## config.mk

```make
export PLATFORM = sky130hd
export DESIGN_NAME = clkdiv_sched
export DESIGN_NICKNAME = d
export VERILOG_FILES = /design/src/rtl/clkdiv_pkg.sv /design/src/rtl/clkdiv_cnt.sv /design/src/rtl/clkdiv_sched.sv
export SDC_FILE = /design/constraint.sdc
export NUM_CORES = 1
export LEC_CHECK = 0
export ABC_AREA = 0
export CORE_UTILIZATION = 60
export CTS_BUF_LIST = sky130_fd_sc_hd__clkbuf_4 sky130_fd_sc_hd__clkbuf_8 sky130_fd_sc_hd__clkbuf_16
export CTS_CLUSTER_DIAMETER = 150
export DETAILED_ROUTE_END_ITERATION = 12
export GPL_TIMING_DRIVEN = 0
export PLACE_DENSITY = 0.8
export SLEW_MARGIN = 5
export SYNTH_ARGS = -nofsm -noshare
export SYNTH_HDL_FRONTEND = slang
export SYNTH_SLANG_ARGS = --single-unit
```

## constraint.sdc

```tcl
create_clock -name clk -period 5.35 [get_ports clk]
set_input_delay 1.07 -clock clk [delete_from_list [all_inputs] [get_ports clk]]
set_output_delay 1.07 -clock clk [all_outputs]
set_load 0.01 [all_outputs]
```

## src/rtl/clkdiv_pkg.sv

```systemverilog
// clkdiv_pkg: shared types and defaults for the clkdiv_sched run-time
// controller and its modulus counter.
package clkdiv_pkg;

   // Controller states: stopped, running, finishing the last high phase.
   typedef enum logic [1:0] {
      IDLE  = 2'd0,
      RUN   = 2'd1,
      DRAIN = 2'd2
   } state_t;

   localparam int CLKDIV_WIDTH_DEF = 8;
   localparam int CLKDIV_DIV_DEF   = 3;

endpackage

```

## src/rtl/clkdiv_cnt.sv

```systemverilog
// clkdiv_cnt: modulus-D phase counter. Counts 0..div-1 while run is high,
// raises wrap on the last count of a phase and clears back to 0 on demand.
module clkdiv_cnt
   import clkdiv_pkg::*;
#(
   parameter int WIDTH = CLKDIV_WIDTH_DEF
) (
   input  logic             clk,
   input  logic             rst,
   input  logic             clear,
   input  logic             run,
   input  logic [WIDTH-1:0] div,
   output logic             wrap,
   output logic [WIDTH-1:0] cnt
);

   logic [WIDTH-1:0] cnt_q;
   logic [WIDTH-1:0] div_m1;

   // div is never zero here, so div-1 in WIDTH bits is the last count of a phase.
   assign div_m1 = div - WIDTH'(1);
   assign wrap   = run && (cnt_q == div_m1);
   assign cnt    = cnt_q;

   // Phase counter: clear wins, otherwise count and fold back to 0 on wrap.
   always_ff @(posedge clk or posedge rst) begin
      if (rst) begin
         cnt_q <= '0;
      end else if (clear) begin
         cnt_q <= '0;
      end else if (run) begin
         cnt_q <= wrap ? '0 : cnt_q + WIDTH'(1);
      end
   end

endmodule

```

## src/rtl/clkdiv_sched.sv

```systemverilog
// clkdiv_sched: run-time controller for the mod-N clock divider.
// Starts/stops clk_div only in its low phase and commits new divisors only
// at a 1->0 boundary, so no runt pulse is ever produced.
// Optional build macro CLKDIV_SCHED_ZERO_ERR_EN: a zero divisor is accepted,
// dropped and flagged on cfg_err; without it a zero divisor is clamped to 1.
module clkdiv_sched
   import clkdiv_pkg::*;
#(
   parameter int WIDTH       = CLKDIV_WIDTH_DEF,
   parameter int DEFAULT_DIV = CLKDIV_DIV_DEF
) (
   input  logic             clk,
   input  logic             rst,
   input  logic             en,
   input  logic             cfg_valid,
   input  logic [WIDTH-1:0] cfg_div,
   output logic             cfg_ready,
   output logic             clk_div,
   output logic             tick,
`ifdef CLKDIV_SCHED_ZERO_ERR_EN
   output logic             cfg_err,
`endif
   output logic             busy
);

   state_t           state_reg;
   state_t           state_next;
   logic             en_q;
   logic [WIDTH-1:0] div_q;
   logic [WIDTH-1:0] pend_div_q;
   logic             pend_q;
   logic             clk_div_q;
   logic             tick_q;
   logic             run;
   logic             stop_now;
   logic             wrap;
   logic             fall;
   logic             accept;
   logic             div_zero;
   logic [WIDTH-1:0] cnt;
`ifdef CLKDIV_SCHED_ZERO_ERR_EN
   logic             cfg_err_q;
`else
   logic [WIDTH-1:0] acc_div;
`endif

   // Stopping from the low phase halts immediately, so the counter must not
   // advance (and clk_div must not rise) on that edge.
   assign stop_now = (state_reg == RUN) && !en_q && !clk_div_q;
   assign run      = (state_reg != IDLE) && !stop_now;
   assign fall     = wrap && clk_div_q;
   assign accept   = cfg_valid && cfg_ready;
   assign div_zero = (cfg_div == '0);
`ifndef CLKDIV_SCHED_ZERO_ERR_EN
   assign acc_div  = div_zero ? WIDTH'(1) : cfg_div;
`endif

   clkdiv_cnt #(.WIDTH(WIDTH)) u_cnt (
      .clk   (clk),
      .rst   (rst),
      .clear (!run),
      .run   (run),
      .div   (div_q),
      .wrap  (wrap),
      .cnt   (cnt)
   );

   // State register.
   always_ff @(posedge clk or posedge rst) begin
      if (rst) state_reg <= IDLE;
      else     state_reg <= state_next;
   end

   // Next state: leave RUN/DRAIN only through the low phase or its 1->0 edge.
   always_comb begin
      state_next = state_reg;
      case (state_reg)
         IDLE: begin
            if (en_q) state_next = RUN;
         end
         RUN: begin
            if (!en_q) state_next = (!clk_div_q || fall) ? IDLE : DRAIN;
         end
         DRAIN: begin
            if (en_q)      state_next = RUN;
            else if (fall) state_next = IDLE;
         end
         default: state_next = IDLE;
      endcase
   end

   // Status outputs decoded from state and the pending flag.
   always_comb begin
      busy      = (state_reg != IDLE);
      cfg_ready = !pend_q;
   end

   // Run request register and divided-clock output stage; tick marks each toggle.
   always_ff @(posedge clk or posedge rst) begin
      if (rst) begin
         en_q      <= 1'b0;
         clk_div_q <= 1'b0;
         tick_q    <= 1'b0;
      end else begin
         en_q   <= en;
         tick_q <= wrap;
         if (wrap) clk_div_q <= !clk_div_q;
      end
   end

   // Divisor handshake: direct load when idle, otherwise queue until the next fall.
   // Accept and commit never coincide because accept needs pend_q low.
   always_ff @(posedge clk or posedge rst) begin
      if (rst) begin
         div_q      <= WIDTH'(DEFAULT_DIV);
         pend_div_q <= '0;
         pend_q     <= 1'b0;
`ifdef CLKDIV_SCHED_ZERO_ERR_EN
         cfg_err_q  <= 1'b0;
`endif
      end else begin
         if (fall && pend_q) begin
            div_q  <= pend_div_q;
            pend_q <= 1'b0;
         end
`ifdef CLKDIV_SCHED_ZERO_ERR_EN
         cfg_err_q <= accept && div_zero;
         if (accept && !div_zero) begin
            if (state_reg == IDLE) begin
               div_q <= cfg_div;
            end else begin
               pend_div_q <= cfg_div;
               pend_q     <= 1'b1;
            end
         end
`else
         if (accept) begin
            if (state_reg == IDLE) begin
               div_q <= acc_div;
            end else begin
               pend_div_q <= acc_div;
               pend_q     <= 1'b1;
            end
         end
`endif
      end
   end

   assign clk_div = clk_div_q;
   assign tick    = tick_q;
`ifdef CLKDIV_SCHED_ZERO_ERR_EN
   assign cfg_err = cfg_err_q;
`endif

endmodule

```

==> metrics.yaml, run 1 <==
outcome:
  status: "finished clean"
pwr:
  pwr-share-clk: 0.174
  p_int_mw: 0.529
  peakVddDrop_mv: 0.324
  switching_share: 0.359
  p_sw_mw: 0.297
  cellPowerDensity_nw_per_um2: 435
  p_total_mw: 0.826
  pwr-share-comb: 0.370
  seqPwrFrac: 0.456
  p_leak_nw: 0.792
sta:
  hold_viol: 0
  fin_crit_sh: 0.485
  worstMarginPinSlew_ps: 1110
  drv_slew: 0
  clock_skew_ps: 8.76
  period_needed_ps: 2590
  finalSetupTns_ps: 0
  rsz0062_at_grt: "false"
  max_freq_mhz: 386
  setup_viol: 0
  relSlewSlack: 0.261
  setup_ws_ps: 2760
die:
  fp.dieArea_um2: 2960
  start_util: 0.647
  die_w_um: 54.4
  rows: 18
  io_pins: 16
  die_h_um: 54.4
  coreArea_um2: 2540
hold_path:
  hold_path.class: "register to register"
  hold_start: "pend_div_q[5]"
critical_path:
  r2r_start: "div_q[0]"
  arrival_ps: 2840
  r2r-end: "div_q[5]"
  required_ps: 5600
  cpLargestDelayFamily: "simple AND/OR/NAND/NOR gates"
  path_depth: 8
  crit_type: "register to register"
  worstSetupEndpoint: "div_q[5]"
  reg2reg_depth: 8
  r2r_setup_slack_ps: 2760
  cp-end-kind: "register"
  cp_max_fo: 8
  cpMaxStageDelayCell: "or4_4"
  path_buf_inv: 2
  startpoint: "div_q[0]"
  path_cells: "inv_1 > ha_1 > or3b_4 > or4_4 > a2111oi_4 > o2111a_1 > buf_6 > mux2i_1"
  cpPeakStageDelay_ps: 440
  setup.worst_path.start_class: "register"
logic_synthesis:
  synth.most_common_cell: "dfrtp_1"
  synth.area.top_cells: "dfrtp_1 43%, a21oi_1 4.9%, mux2i_1 4.9%, mux2_2 4.8%, xnor2_1 3.7%"
  async_flop_share: 1.00
  yosysUniqueCellTypes: 43
  avgSynthCellArea_um2: 10.6
  synthAdderAreaFrac: 0.0152
  synth-compound-area-share: 0.134
  synth_area_um2: 1650
  syn_inst: 155
  synthMuxAreaShare: 0.0965
  yosys.area.top_type: "dfrtp_1"
  synthesis.nets: 169
  ys_seq_area_frac: 0.457
  synth_top_area_share: 0.426
  synth-edff-count: 0
  synth_xor_area_frac: 0.0745
  yosys.area_share.simple: 0.193
  yosys_warnings: 0
  synth_commonest_cells: "28 x dfrtp_1, 16 x a21oi_1, 11 x nor3_1, 9 x and2_1, 8 x mux2i_1"
  synth_top_family_by_area: "simple AND/OR/NAND/NOR gates"
  synth_ff_type: "dfrtp_1"
  ys_ff_latch: 30
global_routing:
  grtUsageTotal: 0.249
  grt_pass1_vias: 1164
  grt_pass1_wl_um: 5100
  antenna_found_initial: 0
  grt_overflow: 0
  grt_max_degree: 31
clock_tree:
  cts_tree: "done"
  htreeDepth: 2
  clockBufferDepth: 2
  cts_inserted_buffers: 5
  post_cts_buffers: 0
  cts_root_buf: "clkbuf_4"
  cts_resized: 0
  clk_latency_ps: 330
  path_clk_slew_ps: 90
  clock_sinks: 30
  holdBufCountCts: 0
route:
  first_iter_violations: 11
  ant_nets: 0
  wl_per_cell_um: 14.6
  vias: 1228
  drc: 0
  viasPerCell: 5.90
  drt_pass1_iterations: 4
  wirelength_um: 3040
placed_design:
  gp_congestion: 0.794
  numPortBuffers: 15
  pre_cts_slack_ps: 2520
  hpwl_um: 2290
  post_dp_cell_area_um2: 1830
run:
  maxCapViolCount: 0
final_layout:
  diodes: 0
  nets: 191
  syn_to_final_growth_pct: 15.3
  final_layout_size_suffix_gt1_frac: 0.140
  postLayoutCellArea_um2: 1900
## layout make-up
type	count	area, um2
plain buffers	4	26.3
clock buffers	7	58.8
clock inverters	1	5.00
fillers	178	647
inverters	6	22.5
multi-input cells	115	845
flip-flops and latches	30	753
well taps	30	37.5
repair buffers	15	150
## worst reg2reg max path, cell delays in order, from the launching register on
cell       delay, ps
dfstp_2          410
inv_1             70
ha_1             190
or3b_4           400
or4_4            440
a2111oi_4        400
o2111a_1         260
buf_6            160
mux2i_1          190
## logic make-up after synthesis
group,Yosys count
mux,15
simple gates,53
flops,30
fa+ha+maj,2
compound gates,31
xor+xnor,14
buf+inv,10
## worst min-delay path by stage
stage / endpoint / slack, ps / cells after the start
floorplan: pend_q / 480 / 1
global placement: pend_div_q[3] / 500 / 1
detailed placement: pend_div_q[3] / 500 / 1
CTS: pend_div_q[3] / 520 / 1
global route: pend_div_q[5] / 540 / 1
finish: pend_div_q[5] / 520 / 1
## through the flow
| step | utilization | std cells | hold slack, ps |
|---|---|---|---|
| after global routing | 0.746 | 208 | 541 |
| after global placement | 0.721 | 200 | 497 |
| after CTS | 0.746 | 208 | 524 |
| after detailed placement | 0.721 | 200 | 502 |
| after floorplan | - | 155 | 478 |
| final | 0.746 | 208 | 522 |
## metal layers
metal  vias to the layer above  GRT usage  routed length (um)
met2                        16      0.411                1500
met5                         -          0                   0
li1                        602          -                   -
met1                       603      0.310                1410
met3                         7     0.0583                  76
met4                         0      0.107                  58
## cells in the final DEF, fill, tap and decap left out, types with 2 or more instances in the layout
cell type	netlist	final
nor4_1	2	2
and2_1	9	9
nor2_1	7	7
clkbuf_1	2	2
dfstp_2	2	2
xnor2_1	7	7
a21o_1	2	2
nor3b_1	2	2
clkbuf_4	0	6
a21oi_1	16	16
inv_1	6	6
nand3_1	5	5
ha_1	2	2
xor2_1	7	7
mux2i_1	8	8
and3_1	2	2
dfrtp_1	28	28
clkdlybuf4s50_1	0	15
or4_4	2	2
mux2_2	7	7
nor3_1	11	11
o21ai_0	2	2
nand2b_1	2	2
nand2_1	3	3
## power groups by stage
stage / Clock, mW / Combinational [mW] / Sequential, mW
3_3_place_gp: 0 / 0.286 / 0.376
3_5_place_dp: 0 / 0.304 / 0.381
6_report: 0.144 / 0.305 / 0.377
2_1_floorplan: 0 / 0.239 / 0.360
4_1_cts: 0.147 / 0.306 / 0.376
5_1_grt: 0.157 / 0.338 / 0.389
(Power assumes the default switching activity.)
==> inputs of run 2 (changes only) <==
Settings changed: CORE_UTILIZATION 60 to 50, PLACE_DENSITY 0.8 to 0.71.
Clock period 5.35 ns to 2.1 ns, I/O delays scaled along.
==> run 2 against run 1 <==
The flow now finishes with violations (negative setup slack). Non-clock buffer count up 8. Combinational power rose to 3.1 times the previous value. Register-to-register slack worse by 3100 ps. Design area up 9.4%. Critical endpoint is now u_cnt.cnt[5]. Highest routed layer unchanged.
==> metrics.yaml, run 2 (synthesis gave the netlist of run 1 again) <==
sta:
  timing.hold.ws_ps: 521  # -0.711 ps
  rsz0062_at_grt: "true"
  fin_crit_sh: 1.15  # +0.668
  setup_viol: 20  # +20
  max_freq_mhz: 413  # +7.1%
  hold_viol: 0  # unchanged
  drv_slew: 0  # unchanged
  clock_skew_ps: 6.18  # -2.59 ps
  relSlewSlack: 0.237  # -0.0238
  worstMarginPinSlew_ps: 1140  # +32.6 ps
  period_needed_ps: 2420  # -171 ps
  setup_ws_ps: -321  # -3080 ps
critical_path:
  arrival_ps: 2590  # -250 ps
  crit_type: "register to register"
  cp-end-kind: "register"
  cpLargestDelayFamily: "simple AND/OR/NAND/NOR gates"
  cpPeakStageDelay_ps: 440  # about the same
  required_ps: 2270  # -3330 ps
  path_buf_inv: 2  # unchanged
  path_cells: "inv_2 > ha_4 > or3b_4 > or4_4 > a2111oi_4 > o211a_1 > buf_6 > nor3_2"
  setup.worst_path.start_class: "register"
  cpMaxStageDelayCell: "or4_4"
  cp_max_fo: 5  # -3
outcome:
  violations: "negative setup slack"
  status: "finished, violations left"
route:
  drt_pass1_iterations: 4  # unchanged
  wirelength_um: 3300  # +8.7%
  vias: 1277  # +4.0%
  first_iter_violations: 31  # +20
  wl_per_cell_um: 14.4  # -1.7%
  ant_nets: 0  # unchanged
  drc: 0  # unchanged
  viasPerCell: 5.55  # -6.0%
die:
  start_util: 0.535  # -0.112
  coreArea_um2: 3080  # +21%
  die_w_um: 59.4  # +9.2%
  io_pins: 16  # unchanged
  rows: 20  # +2
  fp.dieArea_um2: 3530  # +19%
  die_h_um: 59.4  # +9.2%
clock_tree:
  holdBufCountCts: 0  # unchanged
  path_clk_slew_ps: 90  # about the same
  cts_tree: "done"
  clock_sinks: 30  # unchanged
  clk_latency_ps: 330  # about the same
  clockBufferDepth: 2  # unchanged
  cts_inserted_buffers: 5  # unchanged
  cts_root_buf: "clkbuf_4"
  htreeDepth: 2  # unchanged
pwr:
  peakVddDrop_mv: 0.614  # +90%
  p_leak_nw: 0.843  # +6.5%
  cellPowerDensity_nw_per_um2: 1090  # +150%
  p_total_mw: 2.27  # +170%
global_routing:
  grt_max_degree: 31  # unchanged
  grt_overflow: 0  # unchanged
  grt_pass1_wl_um: 5670  # +11%
  grtUsageTotal: 0.221  # -0.0281
  grt_pass1_vias: 1263  # +8.5%
  antenna_found_initial: 0  # unchanged
final_layout:
  syn_to_final_growth_pct: 26.1
  diodes: 0  # unchanged
  postLayoutCellArea_um2: 2080  # +9.4%
  final_common_cell: "dfrtp_1"
  most-common-layout-cells: "28 x dfrtp_1, 16 x a21oi_1, 15 x clkdlybuf4s50_1"
  nets: 199  # +4.2%
  final_layout_size_suffix_gt1_frac: 0.258  # +0.118
  nFillCells: 270  # +52%
placed_design:
  gp_congestion: 0.816  # +2.8%
  hpwl_um: 2360  # +2.9%
  numPortBuffers: 15  # unchanged
  pre_cts_slack_ps: -364  # -2890 ps
  post_dp_cell_area_um2: 1910  # +4.1%
hold_path:
  hold_path.class: "register to register"
run:
  maxCapViolCount: 0  # unchanged
[run 2: layout make-up]
type                            count  area (um2)  share of cell area
Buffer                              4        30.0              0.0145
Sequential cell                    30         753               0.363
Multi-Input combinational cell    115         931               0.448
Clock buffer                        7        58.8              0.0283
Inverter                            6        22.5              0.0108
Tap cell                           44        55.1              0.0265
Clock inverter                      1        5.00             0.00241
Timing Repair Buffer               23         221               0.107
[run 2: final timing paths]
path                                    start            end  slack, ps  cells after the start
worst max-delay path                 div_q[0]   u_cnt.cnt[5]       -320                      8
worst min-delay path            pend_div_q[7]  pend_div_q[7]        520                      1
worst max register to register       div_q[0]   u_cnt.cnt[5]       -320                      8
worst min register to register  pend_div_q[7]  pend_div_q[7]        520                      1
max in group asynchronous                 rst   u_cnt.cnt[7]        760                      2
min in group asynchronous                 rst  pend_div_q[2]        660                      2
[run 2: per-stage QoR]
stage               std cells   util  TNS [ps]
floorplan                 155      -     -3310
global placement          214  0.620     -5450
detailed placement        214  0.620     -6390
CTS                       229  0.661     -5690
global route              230  0.675     -8010
finish                    230  0.675     -5900
[run 2: timing repair]
action,in CTS,in global routing
gates resized for setup,2,9
pin swaps,0,2
cloned,0,1
setup buffers,7,0
setup endpoints to repair,20,20
[run 2: worst register-to-register path, stage by stage, from the launching register on]
cell and delay (ps):
dfstp_2 390, inv_2 60, ha_4 130, or3b_4 370
or4_4 440, a2111oi_4 350, o211a_1 300, buf_6 170
nor3_2 50
[run 2: report_power, final]
part / switching (mW) / total (mW) / internal (mW) / leakage [nW]
combinational: 0.448 / 0.947 / 0.499 / 0.430
clock: 0.198 / 0.373 / 0.175 / 0.0387
sequential: 0.175 / 0.952 / 0.776 / 0.374
total: 0.821 / 2.27 / 1.45 / 0.843
[run 2: per-layer routing]
layer	share of wire	wire length [um]	GRT usage	vias up
li1	-	-	-	624
met1	0.47	1540	0.285	626
met2	0.48	1580	0.355	22
met3	0.039	130	0.0590	5
met4	0.015	51	0.0816	0
met5	0	0	0	-
==> inputs of run 3 (changes only) <==
Settings changed: ABC_CLOCK_PERIOD_IN_PS set to 2100, SLEW_MARGIN 5 to 15.
==> run 3 against run 2 <==
The flow still finishes with violations (negative setup slack). Non-clock buffer count is the same. Via count rose by 0.16%. Sequential power hardly changed. Register-to-register slack hardly changed. Cell count is the same. First-iteration DRC count unchanged. Routed wire length is essentially flat. Global-route usage unchanged. Worst setup slack about the same. Clock power about the same. Maximum frequency hardly changed.
==> metrics.yaml, run 3 (synthesis gave the netlist of run 1 again) <==
sta:
  relSlewSlack: 0.237  # unchanged
  hold_viol: 0  # unchanged
  max_freq_mhz: 413  # about the same
  clock_skew_ps: 6.18  # unchanged
  period_needed_ps: 2420  # +0.0160 ps
  worstMarginPinSlew_ps: 1140  # unchanged
  setup_viol: 20  # unchanged
  timing.hold.ws_ps: 468  # -53.4 ps
  drv_slew: 0  # unchanged
  rsz0062_at_grt: "true"
  setup_ws_ps: -321  # -0.0160 ps
  fin_crit_sh: 1.15  # about the same
placed_design:
  numPortBuffers: 15  # unchanged
  dp_cells: 214  # unchanged
  hpwl_um: 2360  # unchanged
  gp_congestion: 0.816  # unchanged
  pre_cts_slack_ps: -364  # unchanged
critical_path:
  cp_max_fo: 5  # unchanged
  required_ps: 2270  # about the same
  cp-end-kind: "register"
  crit_type: "register to register"
  cpMaxStageDelayCell: "or4_4"
  path_cells: "inv_2 > ha_4 > or3b_4 > or4_4 > a2111oi_4 > o211a_1 > buf_6 > nor3_2"
  reg2reg_depth: 8  # unchanged
  setup.worst_path.start_class: "register"
  arrival_ps: 2590  # about the same
  cpPeakStageDelay_ps: 440  # about the same
final_layout:
  layout.cells.non_filler: 230  # unchanged
  multi_input_area_um2: 931  # unchanged
  nets: 199  # unchanged
  most-common-layout-cells: "28 x dfrtp_1, 16 x a21oi_1, 15 x clkdlybuf4s50_1"
  final_layout_size_suffix_gt1_frac: 0.263  # +0.00538
  ff_latch_area_um2: 753  # unchanged
  final_common_cell: "dfrtp_1"
  syn_to_final_growth_pct: 26.1  # unchanged
  diodes: 0  # unchanged
  nFillCells: 270  # unchanged
outcome:
  violations: "negative setup slack"
  status: "finished, violations left"
pwr:
  peakVddDrop_mv: 0.614  # about the same
  pwr-share-clk: 0.164  # about the same
  p_leak_nw: 0.842  # -0.13%
  pwr-share-comb: 0.417  # about the same
  seqPwrFrac: 0.419  # about the same
  switching_share: 0.361  # about the same
  cellPowerDensity_nw_per_um2: 1090  # about the same
  p_int_mw: 1.45  # about the same
  p_sw_mw: 0.821  # about the same
route:
  vias: 1279  # +0.16%
  wl_met2_um: 1580  # -0.13%
  wl_met1_um: 1540  # +0.19%
  wl_per_cell_um: 14.4  # about the same
  drt_pass1_iterations: 4  # unchanged
  wl_met3_um: 130  # unchanged
  first_iter_violations: 31  # unchanged
  wirelength_um: 3300  # about the same
  ant_nets: 0  # unchanged
  drc: 0  # unchanged
  top_layer_used: "met4"
  viasPerCell: 5.56  # +0.16%
die:
  fp.dieArea_um2: 3530  # unchanged
  coreArea_um2: 3080  # unchanged
  io_pins: 16  # unchanged
  start_util: 0.535  # unchanged
  die_w_um: 59.4  # unchanged
  rows: 20  # unchanged
  die_h_um: 59.4  # unchanged
clock_tree:
  clock_sinks: 30  # unchanged
  htreeDepth: 2  # unchanged
  cts_tree: "done"
  clk_latency_ps: 330  # about the same
  path_clk_slew_ps: 90  # about the same
  clockBufferDepth: 2  # unchanged
  cts_root_buf: "clkbuf_4"
  cts_inserted_buffers: 5  # unchanged
hold_path:
  hold_path.class: "input pin to async pin"
global_routing:
  grt_max_degree: 31  # unchanged
  grt_overflow: 0  # unchanged
  grt_pass1_vias: 1263  # unchanged
  grtUsageTotal: 0.221  # unchanged
  antenna_found_initial: 0  # unchanged
  grt_pass1_wl_um: 5670  # unchanged
run:
  maxCapViolCount: 0  # unchanged
[run 3: cell types whose count changed in the layout (fill, tap and decap cells not counted)]
cell,before,now
inv_1,4,3
inv_2,2,3
[run 3: what timing repair did]
action / in CTS / in global routing
hold buffers: 0 / 0
cloned: 0 / 1
resized for setup: 2 / 9
setup endpoints to repair: 20 / 20
endpoints found under the hold margin: 0 / 0
buffers inserted: 7 / 0
pin swaps: 0 / 2
[run 3: per-stage QoR]
stage / setup TNS [ps] / utilization / instance area (um2) / total power [mW]
3_5_place_dp: -6390 / 0.620 / 1910 / 1.79
3_3_place_gp: -5450 / 0.620 / 1910 / 1.74
5_1_grt: -8010 / 0.675 / 2080 / 2.44
6_report: -5900 / 0.675 / 2080 / 2.27
2_1_floorplan: -3310 / - / 1700 / 1.57
4_1_cts: -5690 / 0.661 / 2030 / 2.26
[run 3: worst max-delay path: cells and delay by family (launching register included)]
family | cells | cell delay (ps)
buf+inv | 2 | 230
compound gates | 2 | 650
simple gates | 3 | 850
flops | 1 | 390
fa+ha+maj | 1 | 130
[run 3: cell type report]
class                           count  share of cell area
Buffer                              4              0.0145
Clock buffer                        7              0.0283
Clock inverter                      1             0.00241
Inverter                            6              0.0108
Multi-Input combinational cell    115               0.448
Sequential cell                    30               0.363
Tap cell                           44              0.0265
Timing Repair Buffer               23               0.107
[run 3: worst paths after layout]
path	start	end	slack [ps]
max	div_q[0]	u_cnt.cnt[5]	-320
min in group clk	pend_div_q[7]	pend_div_q[7]	520
min reg2reg	pend_div_q[7]	pend_div_q[7]	520
max in group asynchronous	rst	u_cnt.cnt[7]	1220
min	rst	pend_div_q[2]	470
max reg2reg	div_q[0]	u_cnt.cnt[5]	-320
[run 3: per-layer routing]
| layer | vias up | global-route usage |
|---|---|---|
| met2 | 22 | 0.355 |
| met3 | 5 | 0.0590 |
| met1 | 627 | 0.285 |
| met5 | - | 0 |
| met4 | 0 | 0.0816 |
| li1 | 625 | - |
[run 3: power groups by stage]
stage	clock (mW)	combinational, mW	sequential (mW)
2_1_floorplan	0	0.645	0.923
3_3_place_gp	0	0.769	0.966
3_5_place_dp	0	0.809	0.976
4_1_cts	0.380	0.924	0.952
5_1_grt	0.405	1.06	0.978
6_report	0.373	0.947	0.952
